`src/rtl/turn_signal_pkg.sv`:
```
// Shared types for the tail-light sequencer: sequencing modes and step-counter sizing.
package turn_signal_pkg;

  typedef enum logic [1:0] {IDLE, LEFT, RIGHT, HAZ} mode_t;

  function automatic int step_width(input int lamps);
    return $clog2(lamps + 1);
  endfunction

endpackage

```
`src/rtl/turn_signal_seq_tick_gen.sv`:
```
// Step prescaler: asserts tick for one clock every DIV clocks; DIV=1 keeps tick high.
module tick_gen #(
  parameter int DIV = 1
) (
  input  logic clk,
  input  logic reset,
  output logic tick
);

  // A one-bit counter pinned at zero covers DIV=1 without a separate generate path.
  localparam int CW = (DIV > 1) ? $clog2(DIV) : 1;
  localparam logic [CW-1:0] LAST = CW'(DIV - 1);

  logic [CW-1:0] count_q, count_d;

  always_comb begin
    tick    = (count_q == LAST);
    count_d = tick ? '0 : count_q + CW'(1);
  end

  always_ff @(posedge clk or posedge reset) begin
    if (reset) count_q <= '0;
    else       count_q <= count_d;
  end

endmodule

```
`src/rtl/turn_signal_seq.sv`:
```
// Parametrised tail-light sequencer: turn sweeps, hazard flash and brake overlay per side.
module turn_signal_seq
  import turn_signal_pkg::*;
#(
  parameter int LAMPS = 3,
  parameter int DIV   = 1
) (
  input  logic               clk,
  input  logic               reset,
  input  logic               l,
  input  logic               r,
  input  logic               brake,
  output logic [2*LAMPS-1:0] y
);

  localparam int SW = step_width(LAMPS);
  localparam logic [SW-1:0] LAST = SW'(LAMPS);

  logic          tick;
  mode_t         mode_q, mode_d;
  logic [SW-1:0] step_q, step_d;
  logic          brake_q;
  logic [LAMPS-1:0] left_half, right_half;

  tick_gen #(.DIV(DIV)) u_tick (
    .clk   (clk),
    .reset (reset),
    .tick  (tick)
  );

  always_ff @(posedge clk or posedge reset) begin
    if (reset) begin
      mode_q  <= IDLE;
      step_q  <= '0;
      brake_q <= 1'b0;
    end else begin
      mode_q  <= mode_d;
      step_q  <= step_d;
      brake_q <= brake;
    end
  end

  // Hazard request outranks everything except an active hazard step, which always drops to IDLE.
  always_comb begin
    mode_d = mode_q;
    step_d = step_q;
    if (tick) begin
      if (l && r && mode_q != HAZ) begin
        mode_d = HAZ;
        step_d = '0;
      end else begin
        case (mode_q)
          HAZ: begin
            mode_d = IDLE;
            step_d = '0;
          end
          IDLE: begin
            if (l) begin
              mode_d = LEFT;
              step_d = SW'(1);
            end else if (r) begin
              mode_d = RIGHT;
              step_d = SW'(1);
            end
          end
          default: begin
            if (step_q == LAST) begin
              mode_d = IDLE;
              step_d = '0;
            end else begin
              step_d = step_q + SW'(1);
            end
          end
        endcase
      end
    end
  end

  always_comb begin
    left_half  = '0;
    right_half = '0;
    for (int unsigned i = 0; i < LAMPS; i++) begin
      if (mode_q == LEFT  && SW'(i) < step_q) left_half[i]              = 1'b1;
      if (mode_q == RIGHT && SW'(i) < step_q) right_half[LAMPS - 1 - i] = 1'b1;
    end
    if (mode_q == HAZ) begin
      left_half  = '1;
      right_half = '1;
    end else if (brake_q) begin
      if (mode_q != LEFT)  left_half  = '1;
      if (mode_q != RIGHT) right_half = '1;
    end
    y = {left_half, right_half};
  end

endmodule

```
`config.mk`:
```
export PLATFORM = sky130hd
export DESIGN_NAME = turn_signal_seq
export DESIGN_NICKNAME = d
export VERILOG_FILES = /design/src/rtl/turn_signal_pkg.sv /design/src/rtl/turn_signal_seq_tick_gen.sv /design/src/rtl/turn_signal_seq.sv
export SDC_FILE = /design/constraint.sdc
export NUM_CORES = 1
export LEC_CHECK = 0
export ABC_AREA = 1
export BUFFER_PORTS_ARGS = -buffer_cell sky130_fd_sc_hd__buf_4
export CAP_MARGIN = 10
export CORE_MARGIN = 5
export CORE_UTILIZATION = 30
export CTS_CLUSTER_SIZE = 25
export DETAILED_ROUTE_END_ITERATION = 8
export GPL_ROUTABILITY_DRIVEN = 0
export GPL_TIMING_DRIVEN = 0
export SYNTH_ARGS = -nofsm -noshare
export SYNTH_HDL_FRONTEND = slang
export SYNTH_SLANG_ARGS = --single-unit
```
`constraint.sdc`:
```
create_clock -name clk -period 2.3 [get_ports clk]
set_clock_uncertainty 0.15 [all_clocks]
set_input_delay 0.46 -clock clk [delete_from_list [all_inputs] [get_ports clk]]
set_output_delay 0.46 -clock clk [all_outputs]
set_load 0.1 [all_outputs]
```
==> summary.md <==
| Metric | Value |
|---|---|
| Hold Crit Start | `brake` |
| Synth area leaders | `dfrtp_1, ha_1, nand2_1` |
| Initial antenna violation count | `0` |
| Synth-to-Final Area Change | `32.42%` |
| Met1 WL | `353 µm` |
| Vias in the first global route | `298` |
| Pre-CTS WS | `403.9 ps` |
| Mapped Cells | `55` |
| Post-synth top area cell | `dfrtp_1` |
| Hold Path Class | `primary input to flop` |
| Slew HR | `82.01%` |
| Mapped cell area | `412.9 µm²` |
| Syn_area_per_cell | `7.507 µm²` |
| Met3 routed WL | `47 µm` |
| Crit path capture type | `output port` |
| CTS Sinks | `5` |
| Hold EP | `brake_q` |
| Clock latency on the worst-skew pair | `240 ps` |
| Fin. max-slew vios | `0` |
| Unrepaired setup endpoints after global routing | `no` |
| Highest routed layer | `met3` |
| First-pass DRT Iterations | `2` |
| Count of final hold-check violations | `0` |
| Die Wd | `47.10 µm` |
| Initial Utilization | `31.73%` |
| Tmin final | `2147 ps` |
| GRT Total Usage | `7.626%` |
| Final core occ | `42.02%` |
| Die span in y | `47.10 µm` |
| Final WL | `762 µm` |
| 1st-iter DRT viols | `1` |
| H-tree Lvls | `1` |
| Port buffer count | `10` |
| Most frequent cells in the layout | `nand2_1, inv_1, buf_4` |
| Synth cell types | `12` |
| Die footprint | `0.002218 mm²` |
| Period utilization | `93.36%` |
| Hold Slack | `185.6 ps` |
| Clk Tree Root Cell | `clkbuf_4` |
| Post_cts resized | `0` |
| Crit Reg-Reg Startpoint | `mode_q[0]` |
| Diode count | `0` |
| Final setup violation count | `0` |
| Run status | `finished, final reports clean` |
| Metal2 WL | `360 µm` |
| Final WS setup | `152.8 ps` |
| DR vias | `353` |
| Largest net degree at the start of global routing | `7` |
| Cell Rows | `13` |
| Worst r2r dst | `mode_q[1]` |
| CTS max path bufs | `2` |
| Internal reg-to-reg setup slack | `870 ps` |
| Core Area | `0.001301 mm²` |
| Crit path max fanout | `4` |
| Post-Route Setup TNS | `0 ps` |
| Slew @ Worst Pin | `269.9 ps` |
| Post-DRT Antenna Nets | `0` |
| Residual DRC | `0` |
| Dpl hpwl | `624.2 µm` |
| Routed length per instance | `8.965 µm` |
| Yosys warning count | `0` |
| Worst path required time | `1690 ps` |
| Total grt overflow | `0` |
| CTS tree | `built` |
| Global-route wire length before repair | `1.117 mm` |
| Final nets | `82` |
| Syn nets | `66` |
| Critical path class | `flop to output port` |
| Clock-pin slew on the worst setup and hold paths | `40 ps` |
| Avg Vias per Cell | `4.153` |
| Max Clock Freq | `465.7 MHz` |
| Synth Register Bits | `5` |
| I/O pin count | `11` |
| CTS Buf Count | `3` |
| Seq/Total Area, Yosys | `30.30%` |
| Commonest non-fill, non-tap cell in the layout | `nand2_1` |
| Crit start category | `flop` |
| R2R depth | `8` |
| # Max-Cap Violations | `0` |
| Min-Delay Path Depth | `1` |
| Critical Path Start | `mode_q[1]` |
| Fraction of layout cells with a size suffix above 1 | `27.14%` |
| Worst EP arrival | `1540 ps` |
| Top cell type's share of synthesized area | `30.30%` |
| Filler instances | `145` |
-- layer usage --
metal / global-route usage, % / vias to the layer above
li1: - / 202
met1: 8.295 / 143
met2: 11.92 / 8
met3: 2.299 / 0
met4: 6.630 / 0
met5: 0 / -
-- through the flow --
| step | std cells | instance area (µm²) |
|---|---|---|
| 2_1_floorplan | 55 | 416.7 |
| 3_3_place_gp | 80 | 510.5 |
| 3_5_place_dp | 80 | 510.5 |
| 4_1_cts | 85 | 546.8 |
| 5_1_grt | 85 | 546.8 |
| 6_report | 85 | 546.8 |
-- cell families (layout without fill, tap and decap cells) --
group | after synthesis | count (layout) | synth area share [%]
DFF | 5 | 5 | 30.30
and+or+nand+nor | 24 | 24 | 30.91
buffers and inverters | 12 | 27 | 10.91
AOI/OAI and AO/OA | 8 | 8 | 9.697
adders and majority gates | 6 | 6 | 18.18
-- sequential cells by signal, summed over array words and instances (netlist names) --
register,count
mode_q,2
step_q,2
brake_q,1
-- final cells by class --
class,count,area [µm²],area share [%]
Multi-Input combinational cell,38,246.5,45.08
Inverter,12,45.04,8.238
Timing Repair Buffer,11,85.08,15.56
Sequential cell,5,125.1,22.88
Clock buffer,4,26.28,4.805
Tap cell,15,18.77,3.432
-- timing repair --
item | CTS | global route
buffers inserted | 0 | 0
hold endpoints to repair | 5 | 0
hold buffers | 1 | 0
-- worst max-delay path: stages, from the launching register on --
cell and delay, ps:
dfrtp_1 400, inv_1 90, ha_1 130, inv_1 70
a21oi_1 250, o21ai_1 110, buf_4 240
-- worst max-delay path by stage --
stage	end	slack (ps)	depth (start not counted)
floorplan	y[0]	-320	4
global placement	y[5]	410	6
detailed placement	y[5]	400	6
CTS	y[5]	140	6
global route	y[4]	30	6
finish	y[5]	150	6
-- synthesized netlist by cell type --
master,n
nand2_2,2
ha_1,6
nand3_1,4
nand3_2,1
nand2_1,14
o21ai_0,6
nand3b_4,1
nand4_1,1
inv_1,12
a21oi_1,2
dfrtp_1,5
nor2_2,1
Power is not shown: default switching activity piles up to over one toggle a cycle in this logic, so the estimate is an artifact.
